--- src/rtl/controle_microondas_pkg.sv ---
// Shared definitions for the microwave controller: state encoding,
// production default timing and a counter-width helper.
package controle_microondas_pkg;

  typedef enum logic [1:0] {
    S_IDLE  = 2'd0,
    S_RUN   = 2'd1,
    S_PAUSE = 2'd2,
    S_DONE  = 2'd3
  } state_t;

  localparam int TICK_DIV_DEF    = 50_000_000;
  localparam int BEEP_CYCLES_DEF = 100_000_000;

  // Bits needed to hold values 0..n-1, never less than one bit.
  function automatic int cnt_width(input int n);
    return (n > 1) ? $clog2(n) : 1;
  endfunction

endpackage

--- src/rtl/controle_microondas_divisor_tick.sv ---
// Countdown step divider: counts 0..TICK_DIV-1 while run is high and
// flags the last count. Dropping run returns the count to zero.
import controle_microondas_pkg::*;

module divisor_tick #(
  parameter int TICK_DIV = TICK_DIV_DEF
) (
  input  logic clk,
  input  logic clearn,
  input  logic run,
  output logic tick
);

  localparam int                 CW   = cnt_width(TICK_DIV);
  localparam logic [CW-1:0]      LAST = CW'(TICK_DIV - 1);

  logic [CW-1:0] r_cnt;

  always_ff @(posedge clk or negedge clearn) begin
    if (!clearn) begin
      r_cnt <= '0;
    end else if (!run) begin
      r_cnt <= '0;
    end else if (r_cnt == LAST) begin
      r_cnt <= '0;
    end else begin
      r_cnt <= r_cnt + 1'b1;
    end
  end

  assign tick = (r_cnt == LAST);

endmodule

--- src/rtl/controle_microondas.sv ---
// Microwave controller: sequences IDLE/RUN/PAUSE/DONE, paces the digit
// counters with a one-step enable, and drives magnetron and buzzer.
import controle_microondas_pkg::*;

module controle_microondas #(
  parameter int TICK_DIV    = TICK_DIV_DEF,
  parameter int BEEP_CYCLES = BEEP_CYCLES_DEF
) (
  input  logic       clk,
  input  logic       clearn,
  input  logic       start,
  input  logic       stop,
  input  logic       door_closed,
  input  logic       key_valid,
  input  logic       zero,
  output logic       load,
  output logic       en,
  output logic       cnt_clearn,
  output logic       mag_on,
  output logic       beep,
  output logic [1:0] state
);

  localparam int            BW        = cnt_width(BEEP_CYCLES + 1);
  localparam logic [BW-1:0] BEEP_LAST = BW'(BEEP_CYCLES - 1);

  state_t        r_state;
  state_t        w_next;
  logic          r_stop_d;
  logic          r_clr_n;
  logic [BW-1:0] r_beep_cnt;
  logic          w_stop_rise;
  logic          w_clr_req;
  logic          w_div_run;
  logic          w_tick;

  assign w_stop_rise = stop & ~r_stop_d;

  // Divider only runs while RUN is kept, so it restarts from zero on every entry.
  assign w_div_run = (r_state == S_RUN) && (w_next == S_RUN);

  divisor_tick #(
    .TICK_DIV (TICK_DIV)
  ) u_div (
    .clk    (clk),
    .clearn (clearn),
    .run    (w_div_run),
    .tick   (w_tick)
  );

  always_comb begin
    w_next    = r_state;
    w_clr_req = 1'b0;
    unique case (r_state)
      S_IDLE: begin
        if (w_stop_rise) begin
          w_clr_req = 1'b1;
        end else if (door_closed && start && !zero) begin
          w_next = S_RUN;
        end
      end
      S_RUN: begin
        // A finished cook beats a simultaneous pause request.
        if (zero) begin
          w_next = S_DONE;
        end else if (stop || !door_closed) begin
          w_next = S_PAUSE;
        end
      end
      S_PAUSE: begin
        if (w_stop_rise) begin
          w_next    = S_IDLE;
          w_clr_req = 1'b1;
        end else if (door_closed && start && !stop) begin
          w_next = S_RUN;
        end
      end
      S_DONE: begin
        if (w_stop_rise || !door_closed) begin
          w_next = S_IDLE;
        end else if (r_beep_cnt == BEEP_LAST) begin
          w_next = S_IDLE;
        end
      end
      default: begin
        w_next = S_IDLE;
      end
    endcase
  end

  always_ff @(posedge clk or negedge clearn) begin
    if (!clearn) begin
      r_state  <= S_IDLE;
      r_stop_d <= 1'b0;
      r_clr_n  <= 1'b1;
    end else begin
      r_state  <= w_next;
      r_stop_d <= stop;
      r_clr_n  <= ~w_clr_req;
    end
  end

  always_ff @(posedge clk or negedge clearn) begin
    if (!clearn) begin
      r_beep_cnt <= '0;
    end else if ((r_state == S_DONE) && (w_next == S_DONE)) begin
      r_beep_cnt <= r_beep_cnt + 1'b1;
    end else begin
      r_beep_cnt <= '0;
    end
  end

  // No step is issued while counters are at zero or in the cycle RUN is left.
  assign en         = (r_state == S_RUN) && w_tick && !zero && !stop && door_closed;
  assign load       = (r_state == S_IDLE) ? ~key_valid : 1'b1;
  assign cnt_clearn = r_clr_n;
  assign mag_on     = (r_state == S_RUN);
  assign beep       = (r_state == S_DONE);
  assign state      = r_state;

endmodule

--- config.mk ---
export PLATFORM = sky130hd
export DESIGN_NAME = controle_microondas
export DESIGN_NICKNAME = d
export VERILOG_FILES = /design/src/rtl/controle_microondas_pkg.sv /design/src/rtl/controle_microondas_divisor_tick.sv /design/src/rtl/controle_microondas.sv
export SDC_FILE = /design/constraint.sdc
export NUM_CORES = 1
export LEC_CHECK = 0
export CAP_MARGIN = 25
export CORE_ASPECT_RATIO = 0.75
export CORE_MARGIN = 4
export CORE_UTILIZATION = 64
export DETAILED_ROUTE_END_ITERATION = 6
export GPL_TIMING_DRIVEN = 0
export PLACE_DENSITY = 0.91
export REMOVE_ABC_BUFFERS = 1
export SYNTH_ARGS = -nofsm -noshare
export SYNTH_HDL_FRONTEND = slang
export SYNTH_SLANG_ARGS = --single-unit
--- constraint.sdc ---
create_clock -name clk -period 3.35 [get_ports clk]
set_input_delay 0.67 -clock clk [delete_from_list [all_inputs] [get_ports clk]]
set_output_delay 0.67 -clock clk [all_outputs]
set_load 0.02 [all_outputs]
==> results.txt <==
----------------------------------------------------
[Pwr]
  Fraction of power consumed by the clock network ... 36.5%
  Areal power density over the cells ... 449 nW/um2
  Overall power of the completed layout ... 1.48 mW
  Worst IR Drop VDD ... 361 uV
  Reported net switching power ... 393 uW
  Pleak ... 1.25 nW
  Internal power consumption ... 1.09 mW
  Fraction of power spent switching nets ... 26.5%
  Share of total power in sequential cells ... 49.4%
  Fraction of power consumed by combinational cells ... 14.1%

[Clock network]
  Number of CTS-inserted buffers ... 9
  Clock tree from TritonCTS ... yes
  Buffers inserted by post-CTS timing repair ... 0
  Number of sinks on the clock net ... 57
  Cells resized by post-CTS repair ... 0
  Clock-pin transition on the worst setup and hold timing paths ... 0.06 ns
  Skew-Pair Late Insertion Delay ... 0.34 ns
  Max H-tree Level ... 3
  Buffers from clock root to sink, at most ... 2
  Clock root buffer master ... clkbuf_8
  CTS Hold Bufs ... 0

[STA]
  Unrepaired setup endpoints after global routing ... no
  Ratio of final minimum period to clock period ... 96.3%
  Maximum clock frequency ... 310 MHz
  Slew @ Worst Pin ... 0.800 ns
  Clock period minus final worst setup slack ... 3.22 ns
  Largest clock skew in the final design ... 0.00912 ns
  Worst hold-check slack ... 0.416 ns
  Final setup TNS ... 0 ns
  Final-report setup violation count ... 0
  Relative slew slack ... 46.7%
  Final Hold Violating Endpoints ... 0
  Final-report max-slew violation count ... 0

[Synth]
  Post-synthesis share of cell area spent on and, or, nand and nor gates ... 28.9%
  Distinct cell type count after synthesis ... 34
  Total of warnings raised by yosys ... 0
  Average instance area after synthesis ... 9.49 um2
  Netlist Area Pre-Place ... 2970 um2
  Top cells by area, synth ... dfrtp_1 (47%), xor2_1 (6.2%), nand4_1 (4.4%), a21oi_1 (4.4%), nor2_1 (4.0%)
  Sequential element share of the synthesized area ... 48.1%
  Flip-flop and latch count after synthesis ... 57
  Async set-or-reset flop fraction in the synthesized netlist ... 100%
  Share of the synthesized area in the top cell type ... 47.2%
  Compound-Gate Fraction of Synth Area ... 10.9%
  Dominant register cell in the synthesized netlist ... dfrtp_1
  Synth Area in Adders ... 0.842%
  Multiplexer area fraction after synthesis ... 0%
  Combinational family with the most area after synthesis ... simple AND/OR/NAND/NOR gates
  XOR/XNOR share of the synthesized area ... 7.37%
  Synthesized instance count ... 313
  Count of flip-flops with a built-in enable after synthesis ... 0
  Leading area contributor after synthesis ... dfrtp_1

[Critical path]
  Setup CP Type ... reg -> out
  CP Data Required Time ... 2.68 ns
  Depth of the most critical reg-to-reg path ... 4
  Category of the worst setup path launch point ... flip-flop
  Reg2Reg Launch Point ... u_div.r_cnt[10]$_DFF_PN0_
  Critical path data arrival time ... 2.55 ns
  Top fanout value on the critical path ... 5
  Category of the worst setup path capture point ... output pin
  Endpoint of the most critical register-to-register path ... u_div.r_cnt[8]$_DFF_PN0_
  R2R setup slack ... 1.23 ns

[Run status]
  Outcome ... finished clean

[Finish]
  Final Instance Count excl. Fillers ... 385
  Footprint of the multi-input gates ... 1430 um2
  Number of diodes ... 0
  Final standard cell area without fillers ... 3300 um2
  Area occupied by registers ... 1430 um2
  Layout filler cell count ... 300
  Final Net Count ... 332
  Layout Area Growth over Synthesis ... 11.2%
  Fraction of final layout cells with drive strength greater than 1 ... 6.71%

[Routing]
  Count of unresolved DRC violations after routing ... 0
  DRC marker count from the first detailed-route iteration ... 238
  First-pass iteration count of the detailed router ... 6
  Antenna Violating Nets Remaining ... 0
  Sum of routed wire length over all layers ... 6.27 mm
  Wire per inst ... 16.3 um
  Routed via count ... 2,475
  Average via count per standard cell ... 6.43

[Die]
  Core area ... 4470 um2
  Die Outline Area ... 5810 um2
  Die H ... 67 um
  Top-level port count ... 14
  Die width ... 86.7 um
  Effective utilization at floorplan ... 66.5%
  Standard-cell row count ... 21

[Placement]
  Dpl hpwl ... 4.11 mm
  DP Cell Count ... 369
  Port Buffers ... 13
  Final estimated routing congestion in global placement ... 0.824
  Instance area at placement ... 3140 um2

[GRT]
  Met1 layer usage reported by global route ... 32.7%
  Number of antenna violations at the first check in global routing ... 0
  Pin count of the biggest net entering global routing ... 35
  Global-route track usage on met2 ... 36.9%
  Vias in the first global route ... 2,357
  All-layer global routing usage ... 24.8%
  Gr ovfl total ... 0
  Wire length of the first global-routing pass ... 10.9 mm
  GRT met3 Usage ... 8.41%
  Layer with the highest usage ... met2

[Min path]
  Worst hold path type ... in -> async

[Flow run]
  Number of violations of the max-capacitance limit ... 0

----------------------------------------------------
==> synthesized netlist by cell type, drive strengths merged (10+ instances only) <==
master	instances
a21oi	26
buf	10
dfrtp	56
nand2	19
nand3	17
nand4	22
nor2	32
o21ai	11
o31ai	15
or3	10
or4	17
xor2	21
==> critical path, cell delays in order (launching register included) <==
cell	delay, ns
dfrtp_1	0.42
or4b_1	0.56
nor4_2	0.33
nand3_1	0.14
nor2_1	0.15
clkdlybuf4s50_1	0.62
==> routing by layer <==
layer	wire [um]	up-vias
met3	421	26
met1	2830	1179
li1	-	1178
met2	2870	92
met4	146	0
met5	0	-
==> cells by family after synthesis <==
| family | after synthesis |
|---|---|
| xor gates and xnor gates | 25 |
| buffers and inverters | 25 |
| DFF | 57 |
| and+or+nand+nor | 149 |
| adders and majority gates | 2 |
| AOI/OAI and AO/OA | 55 |
==> cell usage in the layout (no fill, tap or decap), types with 7 or more instances in the layout <==
master	n
a21oi_1	26
nand4_1	21
and3_1	7
dfrtp_1	56
or3_1	10
xor2_1	21
nand3_1	17
o31ai_1	15
inv_1	9
clkdlybuf4s50_1	12
o21ai_0	10
clkbuf_8	10
nand2_1	19
nor2_1	32
or4_1	16
and4_1	9
==> how the worst max path moves through the flow <==
stage / from / endpoint / slack, ns / depth (start not counted)
global route: u_div.r_cnt[10]$_DFF_PN0_ / en / 0.06 / 5
detailed placement: door_closed / en / 0.34 / 5
floorplan: r_beep_cnt[0]$_DFF_PN0_ / state[1]$_DFF_PN0_ / 0.36 / 5
CTS: u_div.r_cnt[10]$_DFF_PN0_ / en / 0.14 / 5
global placement: r_beep_cnt[0]$_DFF_PN0_ / state[1]$_DFF_PN0_ / -0.70 / 5
finish: u_div.r_cnt[10]$_DFF_PN0_ / en / 0.13 / 5
==> through the flow <==
step,utilization (%),setup WS [ns]
4_1_cts,74.0,0.140
3_3_place_gp,69.2,-0.702
3_5_place_dp,70.4,0.336
2_1_floorplan,-,0.357
5_1_grt,74.0,0.0642
6_report,74.0,0.125
==> final cells by class <==
| class | instances | area share [%] |
|---|---|---|
| multi-input cells | 231 | 43.3 |
| flip-flops and latches | 57 | 43.2 |
| repair buffers | 15 | 5.45 |
| clock buffers | 15 | 4.73 |
| well taps | 57 | 2.16 |
| inverters | 9 | 1.02 |
| clock inverters | 1 | 0.151 |
==> sequential cells by signal (all words and copies together), names as in the netlist <==
name	count
state	2
cnt_clearn	1
u_div.r_cnt	26
r_beep_cnt	27
r_stop_d	1
==> power by group through the flow <==
stage | sequential (mW) | combinational (mW) | clock, mW
6_report | 0.733 | 0.210 | 0.541
5_1_grt | 0.738 | 0.230 | 0.580
4_1_cts | 0.732 | 0.212 | 0.549
3_5_place_dp | 0.744 | 0.213 | 0
3_3_place_gp | 0.744 | 0.191 | 0
2_1_floorplan | 0.758 | 0.0836 | 0
(Power assumes the default switching activity.)
